$ cat config.mk
export PLATFORM = sky130hd
export DESIGN_NAME = uart_fifo_transmitter
export DESIGN_NICKNAME = d
export VERILOG_FILES = /design/src/rtl/uart_pkg.sv /design/src/rtl/uart_tx_fifo.sv /design/src/rtl/uart_fifo_transmitter.sv
export SDC_FILE = /design/constraint.sdc
export NUM_CORES = 1
export LEC_CHECK = 0
export BUFFER_PORTS_ARGS = -buffer_cell sky130_fd_sc_hd__buf_2
export CORE_AREA = 2 2 110 112
export DETAILED_ROUTE_END_ITERATION = 7
export DIE_AREA = 0 0 112 114
export PLACE_DENSITY = 0.65
export RECOVER_POWER = 50
export SYNTH_ARGS = -nofsm -noshare
export SYNTH_HDL_FRONTEND = slang
export SYNTH_SLANG_ARGS = --single-unit
$ cat constraint.sdc
create_clock -name clk -period 2.7 [get_ports clk]
set_input_delay 0.54 -clock clk [delete_from_list [all_inputs] [get_ports clk]]
set_output_delay 0.54 -clock clk [all_outputs]
set_load 0.05 [all_outputs]
$ cat src/rtl/uart_pkg.sv
// Shared UART definitions: transmitter FSM state encodings and frame lengths.
// Latency: n/a (types and constants only).
// Backpressure: n/a.
package uart_pkg;

  typedef enum logic [2:0] {
    ST_IDLE   = 3'd0,
    ST_START  = 3'd1,
    ST_DATA   = 3'd2,
    ST_PARITY = 3'd3,
    ST_STOP   = 3'd4
  } tx_state_t;

  localparam int UART_FRAME_BITS_8N1 = 10;
  localparam int UART_FRAME_BITS_8E1 = 11;

  // Even parity bit: makes the total number of ones (data + parity) even.
  function automatic logic even_parity(input logic [7:0] b);
    return ^b;
  endfunction

endpackage

$ cat src/rtl/uart_tx_fifo.sv
// Byte FIFO feeding the UART transmitter: circular buffer with stored count.
// Latency: a push is visible in count/empty one cycle later; head is read combinationally.
// Backpressure: registered full gates pushes (a same-cycle pop does not free a slot).
// Ports: clk, reset (sync, active-low), push/push_data in, pop in, head out,
//        count/full/empty out, empty_next (empty after this edge) out.
module uart_tx_fifo #(
  parameter int DEPTH = 8
) (
  input  logic                     clk,
  input  logic                     reset,
  input  logic                     push,
  input  logic [7:0]               push_data,
  input  logic                     pop,
  output logic [7:0]               head,
  output logic [$clog2(DEPTH):0]   count,
  output logic                     full,
  output logic                     empty,
  output logic                     empty_next
);

  localparam int AW = $clog2(DEPTH);
  localparam int CW = AW + 1;

  logic [7:0]    mem [DEPTH];
  logic [AW-1:0] wr_ptr;
  logic [AW-1:0] rd_ptr;
  logic [CW-1:0] count_next;
  logic          push_ok;
  logic          pop_ok;

  assign push_ok    = push && !full;
  assign pop_ok     = pop && !empty;
  assign empty      = (count == '0);
  assign head       = mem[rd_ptr];
  assign empty_next = (count_next == '0);

  always_comb begin
    count_next = count;
    if (push_ok && !pop_ok) begin
      count_next = count + 1'b1;
    end else if (!push_ok && pop_ok) begin
      count_next = count - 1'b1;
    end
  end

  // Pointers wrap naturally because DEPTH is a power of two.
  always_ff @(posedge clk) begin
    if (!reset) begin
      wr_ptr <= '0;
      rd_ptr <= '0;
      count  <= '0;
      full   <= 1'b0;
    end else begin
      if (push_ok) wr_ptr <= wr_ptr + 1'b1;
      if (pop_ok)  rd_ptr <= rd_ptr + 1'b1;
      count <= count_next;
      full  <= (count_next == CW'(DEPTH));
    end
  end

  // Storage needs no reset; stale entries are never read while empty.
  always_ff @(posedge clk) begin
    if (push_ok) mem[wr_ptr] <= push_data;
  end

endmodule

$ cat src/rtl/uart_fifo_transmitter.sv
// Buffered UART transmitter: queues bytes in a FIFO and sends them 8N1 (8E1 with UART_TX_PARITY_EN).
// Latency: tx_o falls one cycle after a push into an empty, idle transmitter; frames run back-to-back.
// Backpressure: pushes are dropped while full is high; full is registered.
// Ports: clk, reset (sync, active-low), data/send push interface, full, count (bytes queued,
//        excluding the one on the line), busy, tx_o (serial line, idles high).
// Build option: define UART_TX_PARITY_EN to add an even parity bit before STOP.
module uart_fifo_transmitter #(
  parameter int CLKS_PER_BIT = 2292,
  parameter int FIFO_DEPTH   = 8
) (
  input  logic                          clk,
  input  logic                          reset,
  input  logic [7:0]                    data,
  input  logic                          send,
  output logic                          full,
  output logic [$clog2(FIFO_DEPTH):0]   count,
  output logic                          busy,
  output logic                          tx_o
);

  import uart_pkg::*;

  localparam int BW = (CLKS_PER_BIT > 1) ? $clog2(CLKS_PER_BIT) : 1;

  tx_state_t     state;
  logic [BW-1:0] baud;
  logic [2:0]    bit_idx;
  logic [7:0]    shift;
  logic [7:0]    head;
  logic          empty;
  logic          empty_next;
  logic          baud_end;
  logic          frame_slot;
  logic          pop;
`ifdef UART_TX_PARITY_EN
  logic          parity_bit;
`endif

  uart_tx_fifo #(.DEPTH(FIFO_DEPTH)) u_fifo (
    .clk        (clk),
    .reset      (reset),
    .push       (send),
    .push_data  (data),
    .pop        (pop),
    .head       (head),
    .count      (count),
    .full       (full),
    .empty      (empty),
    .empty_next (empty_next)
  );

  assign baud_end = (baud == BW'(CLKS_PER_BIT - 1));
  // A new frame may start from IDLE or on the edge that ends STOP (no idle gap).
  assign frame_slot = (state == ST_IDLE) || (state == ST_STOP && baud_end);
  assign pop        = frame_slot && !empty;

  always_ff @(posedge clk) begin
    if (!reset) begin
      state   <= ST_IDLE;
      baud    <= '0;
      bit_idx <= '0;
      shift   <= '0;
      tx_o    <= 1'b1;
      busy    <= 1'b0;
`ifdef UART_TX_PARITY_EN
      parity_bit <= 1'b0;
`endif
    end else begin
      // busy reflects the state/count after this edge, so it rises with the push.
      busy <= !(frame_slot && empty) || !empty_next;

      // tx_o is always set to the level of the state being entered.
      case (state)
        ST_IDLE: begin
          baud <= '0;
          tx_o <= 1'b1;
          if (pop) begin
            shift <= head;
`ifdef UART_TX_PARITY_EN
            parity_bit <= even_parity(head);
`endif
            state <= ST_START;
            tx_o  <= 1'b0;
          end
        end
        ST_START: begin
          if (baud_end) begin
            baud    <= '0;
            bit_idx <= '0;
            state   <= ST_DATA;
            tx_o    <= shift[0];
          end else begin
            baud <= baud + 1'b1;
          end
        end
        ST_DATA: begin
          if (baud_end) begin
            baud    <= '0;
            shift   <= shift >> 1;
            bit_idx <= bit_idx + 1'b1;
            if (bit_idx == 3'd7) begin
`ifdef UART_TX_PARITY_EN
              state <= ST_PARITY;
              tx_o  <= parity_bit;
`else
              state <= ST_STOP;
              tx_o  <= 1'b1;
`endif
            end else begin
              tx_o <= shift[1];
            end
          end else begin
            baud <= baud + 1'b1;
          end
        end
`ifdef UART_TX_PARITY_EN
        ST_PARITY: begin
          if (baud_end) begin
            baud  <= '0;
            state <= ST_STOP;
            tx_o  <= 1'b1;
          end else begin
            baud <= baud + 1'b1;
          end
        end
`endif
        ST_STOP: begin
          if (baud_end) begin
            baud <= '0;
            if (pop) begin
              shift <= head;
`ifdef UART_TX_PARITY_EN
              parity_bit <= even_parity(head);
`endif
              state <= ST_START;
              tx_o  <= 1'b0;
            end else begin
              state <= ST_IDLE;
              tx_o  <= 1'b1;
            end
          end else begin
            baud <= baud + 1'b1;
          end
        end
        default: begin
          state <= ST_IDLE;
          baud  <= '0;
          tx_o  <= 1'b1;
        end
      endcase
    end
  end

endmodule

# Yosys cells after proc, flatten, opt, wreduce, memory -nomap -nowiden
# Memory sizes are Yosys's and may differ from the RTL's. A register that Yosys moved wholly into a read port is not among the register bits.
# Index checks and enable logic that the tools add are counted.
word_totals:
  word_cells: 82
  latchBits: 0
  mem_count: 1
  regBits: 39
  ramBits: 64
  rom_bits: 0
classes:
  n_shift: 0
  add_sub_neg: 6
  reduce_logical: 26
  div: 0
  mux: 26
  n_bitwise: 2
  n_mul: 0
  magnitude_cmp: 0
  eq_ne: 11
mem_list:
  columns: ["memory", "depth", "word_bits", "read_ports", "rd_ports_with_merged_regs", "wr", "line", "text"]
  rows:
  - ["u_fifo.mem", 8, 8, 1, 1, 1, "uart_tx_fifo.sv:24", "logic [7:0] mem [DEPTH];"]
op_table:
  columns: ["cell", "count"]
  rows:
  - ["$mux 3", 9]
  - ["$mux 8", 3]
  - ["$pmux 8 s3", 1]
  - ["$add 12x1->12 const B", 1]
  - ["$eq 12x12->1 const B", 1]
  - ["$pmux 3 s4", 1]
  - ["$add 3x1->3 const B", 3]
  - ["$reduce_and 3->1", 3]
  - ["$logic_not 4->1", 2]
  - ["$mux 1", 8]
  - ["$mux 4", 2]
  - ["$ne 2x2->1 const B", 4]
  - ["$logic_and 1x1->1", 7]
  - ["$eq 3x3->1 const B", 2]
  - ["$logic_not 1->1", 6]
  - ["$pmux 3 s2", 1]
  - ["$reduce_or 3->1", 2]
  - ["$reduce_and 5->1", 1]
  - ["$add 4x1->4 const B", 1]
  - ["$eq 4x4->1 const B", 1]
  - ["$pmux 1 s4", 1]
  - ["$sub 4x1->4 const B", 1]
  - ["$eq 3x1->1 const B", 1]
  - ["$eq 3x2->1 const B", 1]
  - ["6 further kinds", 8]

# Depth between registers and ports, before layout
# Gate-level depths: netlist of the first run.
depth:
  word_depth: 11
  ltp_mapped: 9

# Modules after synthesis
# A second synthesis of the first run with hierarchy kept.
hier_totals:
  hier_cells: 324
  area_unflattened_um2: 4521.8
modules_own_cells:
  columns: ["mod", "cells_each", "area_per_inst_um2", "n_inst"]
  rows:
  - ["uart_tx_fifo", 182, 3154.3, 1]
  - ["uart_fifo_transmitter", 142, 1367.6, 1]

# Worst setup path after synthesis of the first run
# Ideal clock, no wire load.
synth_timing:
  path_kind: "register to register"
  start: "register u_fifo.count[0]"
  end: "register busy"
  period_less_slack_ns: 2.483
  required_time_ns: 2.580
  path_stages_with_launch: 9
  slack_ns: 0.217
  arrival_ns: 2.364
  setup_time_ns: 0.120
  cell_sequence: "dfxtp_1 -> inv_1 -> ha_1 -> nor3b_4 -> or2b_1 -> nor3_1 -> o21a_1 -> a211oi_2 -> o31a_1"
synth_between:
  elab_chain_cells: 10
  elab_cells_between_ends: 16
  classes_between: "2 x add/sub; 2 x mux; 12 x reduce/logical"
synth_rtl:
  columns: ["item", "line", "text"]
  rows:
  - ["start, declared", "uart_tx_fifo.sv:15", "output logic [$clog2(DEPTH):0] count,"]
  - ["start signal, assigned", "uart_tx_fifo.sv:56", "count <= count_next;"]
  - ["parallel branches: the longest is 9 deep, another holds $sub 4x1->4", null, null]
  - ["$logic_or 1x1->1 *", "uart_fifo_transmitter.sv:70", "busy <= !(frame_slot && empty) || !empty_next;"]
  - ["end signal, assigned", "uart_fifo_transmitter.sv:70", null]
  - ["end, declared", "uart_fifo_transmitter.sv:17", "output logic busy,"]
# Every way passes the cells marked *.
# A chain may end at the register's enable or synchronous reset.

# Final worst setup path of the first run
# Same ends and word-level chain as after synthesis.

==> flow_summary.toml, run 1 <==
[status]
status = "finished clean"

[route]
drc = 0
post_drt_wl_per_cell_um = 15.62
drt_iter0_drc = 181
vias_per_cell = 5.233
routed_wl_um = 7918
dr.pass1.iters = 4
ant_nets = 0
num_vias = 2653

[critical_path]
cp-end-kind = "flop"
r2r_cells = 8
required_ns = 2.93
cp_max_fo = 9
worstSetupStartpointType = "flop"
critPathKind = "flop to flop"
cp.arrival_ns = 2.47

[yosys]
yosysMostFrequentCell = "edfxtp_1"
postSynth.asyncResetShare_pct = 0
synthCells = 332
ys_seq_elements = 106
syn_nets = 350
seq_area_frac_synth_pct = 60.68
synth_area_um2 = 4553
yosys-top-cells-count = "edfxtp_1, dfxtp_1, nor2_1"
synth_ff_type = "edfxtp_1"
netlist.area_leader.share_pct = 42.21
yosys_warnings = 0
synth_area_leaders = "edfxtp_1, dfxtp_1, mux4_2"
synth_edf_count = 64
synth.avg_cell_area_um2 = 13.71
synth.distinct_cells = 53
synth_top_cell_by_area = "edfxtp_1"

[placed_design]
dp_cells = 492
io_buffers = 17
place_hpwl_um = 5274
globalplace.congestion = 0.8306

[floorplan]
dieArea_um2 = 12770
core_area_um2 = 11710
io_pins = 18
initial_core_util_pct = 38.88
fp.dieW_um = 112
rows = 40
die_y_um = 114

[global_routing]
grt_max_degree = 29
grt_pass1_vias = 2578
antenna_found_initial = 0
grt_pass1_wl_um = 12960
grt_overflow_total = 0
grt_usage_pct = 13.11

[layout]
finalNonFillerCells = 507
drive_above_1_share_pct = 18.06
antenna_cells = 0
fin_nets = 374
layout-area-overhead-vs-synth_pct = 11.90

[clock_network]
clock_latency_ns = 0.34
cts_buffer_depth = 2
ctsHoldBuffers = 0
cts_buffers = 9
clkSinkCount = 106
post_cts_buffers = 0
cts_tree = "built"
cts-resized-gates = 0
cts_max_level = 3
ctsRootBufferMaster = "clkbuf_16"
clk_pin_slew_ns = 0.07

[power_and_ir_drop]
internal_power_w = 0.003089
p_sw_share_pct = 32.65
powerDensity_nw_per_um2 = 900.1
combPwrFrac_pct = 27.6
p_leak_nw = 1.676
power_frac_seq_pct = 45.2
pwr-share-clk_pct = 27.2
peakVddDrop_uv = 426.5
p_sw_w = 0.001497

[sta]
min_period_ns = 2.239
clock_skew_ns = 0.006173
period_share_pct = 82.94
worstMarginPinSlew_ns = 1.011
report.final.setup_viol = 0
timing.setup.tns_ns = 0
hold_viol = 0
rsz0062_at_grt = "no"
maxSlewHeadroom_pct = 32.56
drv_slew = 0
max_freq_ghz = 0.4465

[min_path]
min_path_type = "flop to flop"
whs_path_depth = 1

[job]
drv_cap = 0
==> sequential cells by signal (all words and copies together) (netlist names), named ones only <==
name / count
bit_idx: 3
u_fifo.mem: 64
u_fifo.count: 4
busy: 1
u_fifo.rd_ptr: 3
baud: 12
state: 3
u_fifo.wr_ptr: 3
tx_o: 1
u_fifo.full: 1
shift: 8
==> final timing paths <==
check             to  slack (ns)             from
min          baud[0]        0.46          baud[0]
max reg2reg     busy        0.46  u_fifo.count[0]
min reg2reg  baud[0]        0.46          baud[0]
max             busy        0.46  u_fifo.count[0]
==> final cells by class <==
cell class | instances | area [µm²]
clock inverter | 6 | 58.81
timing repair buffer | 29 | 152.6
tap | 147 | 183.9
clock buffer | 9 | 225.2
multi-input combinational | 205 | 1693
fill | 1104 | 6616
sequential | 106 | 2763
inverter | 5 | 18.77
==> layer usage <==
metal	share of wire [%]	vias to the layer above	wire length (µm)	GRT usage [%]
li1	-	1295	-	-
met1	45	1310	3570	16.42
met2	50	38	3986	21.70
met3	2.9	10	232	3.507
met4	1.6	0	128	5.528
met5	0	-	0	0
==> power by group through the flow <==
| stage | logic [W] | clock network, W | registers (W) |
|---|---|---|---|
| 2_1_floorplan | 0.000978 | 0 | 0.00217 |
| 3_3_place_gp | 0.00125 | 0 | 0.00211 |
| 3_5_place_dp | 0.00128 | 0 | 0.00211 |
| 4_1_cts | 0.00129 | 0.00128 | 0.00207 |
| 5_1_grt | 0.00140 | 0.00135 | 0.00210 |
| 6_report | 0.00126 | 0.00125 | 0.00207 |
==> worst max-delay path: stages (launching register included) <==
cell	delay [ns]
dfxtp_1	0.48
inv_1	0.12
ha_1	0.24
nor3b_4	0.18
or2b_1	0.29
nor3_1	0.24
o21a_1	0.20
a211oi_2	0.09
o31a_1	0.29
==> logic make-up after synthesis <==
kind of cell	Yosys count	share of synthesized area, %
fa+ha+maj	7	1.924
buf+inv	21	2.143
compound gates	45	7.914
mux	26	10.14
simple gates	112	14.32
xor+xnor	15	2.885
flops	106	60.68
==> placed cells by master (no fill, tap or decap), types with 3 or more instances in the layout <==
master / count
a211oi_1: 6
a21boi_0: 3
a21oi_1: 13
a22o_1: 3
a22oi_1: 4
and2_1: 5
buf_2: 8
buf_4: 9
clkbuf_1: 12
clkbuf_16: 9
dfxtp_1: 42
edfxtp_1: 64
ha_1: 7
inv_1: 5
inv_8: 3
mux2i_1: 9
mux4_2: 16
nand2_1: 14
nand2b_1: 5
nand3_1: 7
nor2_1: 30
nor2b_1: 15
nor3_1: 11
nor4_1: 3
o21ai_0: 3
xnor2_1: 10
xor2_1: 5
==> metrics by stage <==
stage | utilization (%) | hold slack, ns | setup WS, ns | total power, W | area (µm²)
detailed placement | 41.27 | 0.4458 | 0.4833 | 0.003388 | 4833
global route | 43.50 | 0.4862 | 0.3166 | 0.004849 | 5095
CTS | 43.70 | 0.4490 | 0.4689 | 0.004637 | 5117
floorplan | - | 0.4176 | 0.2168 | 0.003143 | 4553
global placement | 41.27 | 0.4292 | 0.5553 | 0.003353 | 4833
finish | 43.50 | 0.4585 | 0.4606 | 0.004586 | 5095
Note: power is estimated with default switching activity, not from simulation.
==> run 2, diff against run 1 <==
--- a/config.mk
+++ b/config.mk
@@ -9,7 +9,7 @@
 export CORE_AREA = 2 2 110 112
 export DETAILED_ROUTE_END_ITERATION = 7
 export DIE_AREA = 0 0 112 114
-export PLACE_DENSITY = 0.65
+export PLACE_DENSITY = 0.67
 export RECOVER_POWER = 50
 export SYNTH_ARGS = -nofsm -noshare
 export SYNTH_HDL_FRONTEND = slang
==> constraint.sdc (replaced) <==
create_clock -name clk -period 2.02 [get_ports clk]
set_input_delay 0.404 -clock clk [delete_from_list [all_inputs] [get_ports clk]]
set_output_delay 0.404 -clock clk [all_outputs]
set_load 0.05 [all_outputs]
==> run 2 against run 1 <==
Net effect:
- power rose by 40%
- clock skew rose by 0.0011 ns
- die area did not move
- worst setup slack got worse by 0.39 ns
- sequential cell count did not move
- global-route usage rose by 0.70 points
- fmax rose by 15%
- routed wire length rose by 6.4%
- register-to-register slack got worse by 0.39 ns
- largest power group unchanged
==> flow_summary.toml, run 2 (synthesis gave the netlist of run 1 again) <==
[status]
status = "finished clean"

[route]
drc = 0
post_drt_wl_per_cell_um = 16.16
vias_per_cell = 5.226
ant_nets = 0
routed_wl_um = 8421
dr.pass1.iters = 4
num_vias = 2723
drt_iter0_drc = 195

[clock_network]
cts_max_level = 3
clk_pin_slew_ns = 0.07
cts_buffer_depth = 2
cts_tree = "built"
clock_latency_ns = 0.35
cts_buffers = 9
ctsRootBufferMaster = "clkbuf_16"
clkSinkCount = 106

[job]
drv_cap = 0

[sta]
layout_setup_ws_ns = 0.06843
hold_viol = 0
period_share_pct = 96.61
maxSlewHeadroom_pct = 64.55
max_freq_ghz = 0.5124
drv_slew = 0
worstMarginPinSlew_ns = 0.5312
rsz0062_at_grt = "yes"
clock_skew_ns = 0.007225
hold_slack_ns = 0.3921
min_period_ns = 1.952
report.final.setup_viol = 0

[min_path]
whs_path_depth = 2
hold_path_end = "busy"
hp-start = "reset"
min_path_type = "input pin to flop"

[critical_path]
r2r_cells = 8
cp-end-kind = "flop"
reg2reg_slack_ns = 0.07
cp_top_family = "simple AND/OR/NAND/NOR gates"
critPathKind = "flop to flop"
r2r_end = "u_fifo.full"
required_ns = 2.27
cp_max_fo = 7
worstSetupStartpointType = "flop"
cp.arrival_ns = 2.20
r2r_start = "baud[1]"
critPathMaxStageDelay_ns = 0.39
cpMaxStageDelayCell = "dfxtp_1"
crit_buf_inv = 1
crit_chain = "ha_4, nor4b_4, buf_4, a31o_4, a21oi_4, nor4_1, a211oi_2, nor4bb_2"

[layout]
fin_nets = 388
drive_above_1_share_pct = 25.40
mostFrequentLayoutCells = "edfxtp_1, dfxtp_1, nor2_1"
largest_reg_flops = 64
top_register = "u_fifo.mem"
final_common_cell = "edfxtp_1"
layout-area-overhead-vs-synth_pct = 16.38
antenna_cells = 0
reg.largest.list = "u_fifo.mem x64, baud x12, shift x8"
finalNonFillerCells = 521

[global_routing]
grt_pass1_vias = 2704
antenna_found_initial = 0
grt_pass1_wl_um = 13700
grt_max_degree = 20
grt_overflow_total = 0
grt_usage_pct = 13.81

[floorplan]
initial_core_util_pct = 38.88
rows = 40
io_pins = 18
fp.dieW_um = 112
core_area_um2 = 11710
die_y_um = 114
dieArea_um2 = 12770

[placed_design]
dp_cells = 501
io_buffers = 17
preCtsSetupSlack_ns = -0.03482
globalplace.congestion = 0.7499
place_hpwl_um = 5541

[power_and_ir_drop]
total_power_w = 0.006438
p_leak_nw = 1.774
powerDensity_nw_per_um2 = 1215
peakVddDrop_uv = 880.3
## run 2: power by group
| part | leakage (nW) | internal (W) | switching [W] |
|---|---|---|---|
| combinational | 0.716 | 0.000957 | 0.00110 |
| clock | 0.132 | 0.000847 | 0.000788 |
| sequential | 0.926 | 0.00256 | 0.000193 |
## run 2: area by class of cell
class,count,area [µm²]
sequential,106,2773
clock inverter,6,48.80
tap,147,183.9
inverter,5,18.77
fill,1070,6412
multi-input combinational,205,1754
clock buffer,9,225.2
timing repair buffer,43,295.3
## run 2: per-stage QoR
step	setup TNS [ns]	area, µm²	util, %
global placement	0	4941	42.19
global route	-0.02158	5299	45.25
floorplan	-0.04097	4581	-
detailed placement	-0.06599	4941	42.19
CTS	0	5239	44.73
finish	0	5299	45.25
## run 2: per-layer routing
layer  global-route usage, %  part of all wire (%)  up-vias
li1                        -                     -     1323
met1                   18.04                    47     1343
met2                   22.59                    49       47
met3                   3.348                   3.0       10
met4                   5.122                   1.6        0
met5                       0                     0        -
## run 2: worst max-delay path by stage
stage	slack (ns)	cells after the start	start	to
after global placement	0.04	8	u_fifo.count[1]	u_fifo.full
after floorplan	-0.04	8	u_fifo.count[0]	busy
after detailed placement	-0.03	8	u_fifo.count[1]	shift[7]
final	0.07	8	baud[1]	u_fifo.full
after global routing	-0.01	8	baud[1]	u_fifo.full
after CTS	0.009	8	u_fifo.count[0]	u_fifo.full
## run 2: repair_timing
item | in CTS | in global routing
setup buffers | 1 | 4
pin swaps | 3 | 5
hold buffers | 0 | 0
setup endpoints to repair | 5 | 12
resized for setup | 2 | 6
==> run 3, diff against run 2 <==
--- a/config.mk
+++ b/config.mk
@@ -6,10 +6,12 @@
 export NUM_CORES = 1
 export LEC_CHECK = 0
 export BUFFER_PORTS_ARGS = -buffer_cell sky130_fd_sc_hd__buf_2
+export CELL_PAD_IN_SITES_DETAIL_PLACEMENT = 0
+export CELL_PAD_IN_SITES_GLOBAL_PLACEMENT = 1
 export CORE_AREA = 2 2 110 112
 export DETAILED_ROUTE_END_ITERATION = 7
 export DIE_AREA = 0 0 112 114
-export PLACE_DENSITY = 0.67
+export PLACE_DENSITY = 0.76
 export RECOVER_POWER = 50
 export SYNTH_ARGS = -nofsm -noshare
 export SYNTH_HDL_FRONTEND = slang
==> run 3 against run 2 <==
Net effect:
- the run now ends with negative setup slack left
- routed wire length decreased by 0.42%
- worst setup slack got worse by 0.13 ns
- final area increased by 1.7%
- via count decreased by 0.11%
- combinational power increased by 4%
- sequential cell count unchanged
- largest cell class unchanged
==> flow_summary.toml, run 3 (synthesis gave the netlist of run 1 again) <==
[route]
dr.pass1.iters = 4
vias_per_cell = 5.152
topRoutingLayerUsed = "met4"
met3WireLength_um = 261
drc = 0
ant_nets = 0
drt_iter0_drc = 159
routed_wl_um = 8386
num_vias = 2720
met1_length_um = 3845
post_drt_wl_per_cell_um = 15.88
met2_length_um = 4126

[layout]
antenna_cells = 0
reg.largest.list = "u_fifo.mem x64, baud x12, shift x8"
mostFrequentLayoutCells = "edfxtp_1, dfxtp_1, nor2_1"
top_register = "u_fifo.mem"
fillCellCount = 1061
fin_nets = 394
layout-area-overhead-vs-synth_pct = 18.33
drive_above_1_share_pct = 26.51
fin_util_pct = 46.00
regArea_um2 = 2774
largest_reg_flops = 64
multi_input_area_um2 = 1815
final_common_cell = "edfxtp_1"

[clock_network]
ctsHoldBuffers = 0
clkSinkCount = 106
ctsRootBufferMaster = "clkbuf_16"
clk_pin_slew_ns = 0.07
cts_buffer_depth = 2
cts_tree = "built"
cts_max_level = 3
cts_buffers = 9
clock_latency_ns = 0.35

[job]
drv_cap = 0

[placed_design]
globalplace.congestion = 0.7709
io_buffers = 17
place_hpwl_um = 5501

[sta]
rsz0062_at_grt = "yes"
hold_viol = 0
timing.setup.tns_ns = -0.06391
report.final.setup_viol = 1
layout_setup_ws_ns = -0.06391
maxSlewHeadroom_pct = 54.04
max_freq_ghz = 0.4799
period_share_pct = 103.2
min_period_ns = 2.084
worstMarginPinSlew_ns = 0.6894
clock_skew_ns = 0.008288
drv_slew = 0

[power_and_ir_drop]
peakVddDrop_uv = 769.2
powerDensity_nw_per_um2 = 1219
p_leak_nw = 1.804
total_power_w = 0.006567

[critical_path]
reg2reg_slack_ns = -0.06
cp_max_fo = 3
critPathMaxStageDelay_ns = 0.36
cpMaxStageDelayCell = "dfxtp_2"
r2r_start = "baud[1]"
required_ns = 2.31
r2r_end = "u_fifo.count[1]"
worst_path_most_repeated_cell = "buf_4"
crit_buf_inv = 3
cp_top_family = "simple AND/OR/NAND/NOR gates"
cp-startpoint = "baud[1]"
r2r_cells = 9
crit_chain = "ha_4, nor4b_4, a31oi_4, buf_4, buf_4, nor4_4, o31a_1, buf_4, and2_4"
worstSetupStartpointType = "flop"
critPathKind = "flop to flop"
cp-end-kind = "flop"
cp.arrival_ns = 2.38

[floorplan]
fp.dieW_um = 112
rows = 40
io_pins = 18
die_y_um = 114
initial_core_util_pct = 38.88
dieArea_um2 = 12770
core_area_um2 = 11710

[min_path]
hp-start = "data[4]"
whs_path_depth = 1
min_path_type = "input pin to flop"
hold_path_end = "u_fifo.mem[2][4]"

[status]
status = "finished with violations"
violations = "negative setup slack"

[global_routing]
antenna_found_initial = 0
grt_usage_pct = 13.60
grt_pass1_wl_um = 13340
grt_max_degree = 30
grt_pass1_vias = 2594
grt_overflow_total = 0
run 3: area by class of cell:
type,instances,area share (%)
Inverter,5,0.3484
Clock inverter,7,1.138
Timing Repair Buffer,49,5.736
Clock buffer,9,4.180
Multi-Input combinational cell,205,33.70
Tap cell,147,3.414
Sequential cell,106,51.49
run 3: worst max-delay path by stage:
| stage | cells past startpoint | to | slack [ns] |
|---|---|---|---|
| after global routing | 9 | u_fifo.count[1] | -0.14 |
| final | 9 | u_fifo.count[1] | -0.06 |
| after global placement | 8 | busy | 0.007 |
| after floorplan | 8 | busy | -0.04 |
| after CTS | 8 | busy | 0.008 |
| after detailed placement | 8 | busy | -0.06 |
run 3: per-layer routing:
metal	GRT usage, %	vias to the layer above
li1	-	1327
met1	17.72	1344
met2	22.14	36
met3	3.348	13
met4	5.285	0
met5	0	-
run 3: timing repair:
action	CTS	global route
resized for setup	7	11
endpoints found under the setup margin	3	10
pin swaps	4	6
hold endpoints to repair	0	0
setup buffers	5	5
run 3: through the flow:
step | cell area [µm²] | std cells | hold WS [ns] | setup WS, ns
floorplan | 4581 | 332 | 0.4176 | -0.04097
global placement | 4949 | 502 | 0.4290 | 0.007244
detailed placement | 4949 | 502 | 0.4463 | -0.05784
CTS | 5308 | 523 | 0.3112 | 0.007552
global route | 5388 | 528 | 0.4072 | -0.1411
finish | 5388 | 528 | 0.3975 | -0.06391
run 3: power by group:
part	internal, W	switching (W)	leakage [nW]
Clock	0.000860	0.000805	0.141
Sequential	0.00256	0.000200	0.926
Combinational	0.000999	0.00115	0.737
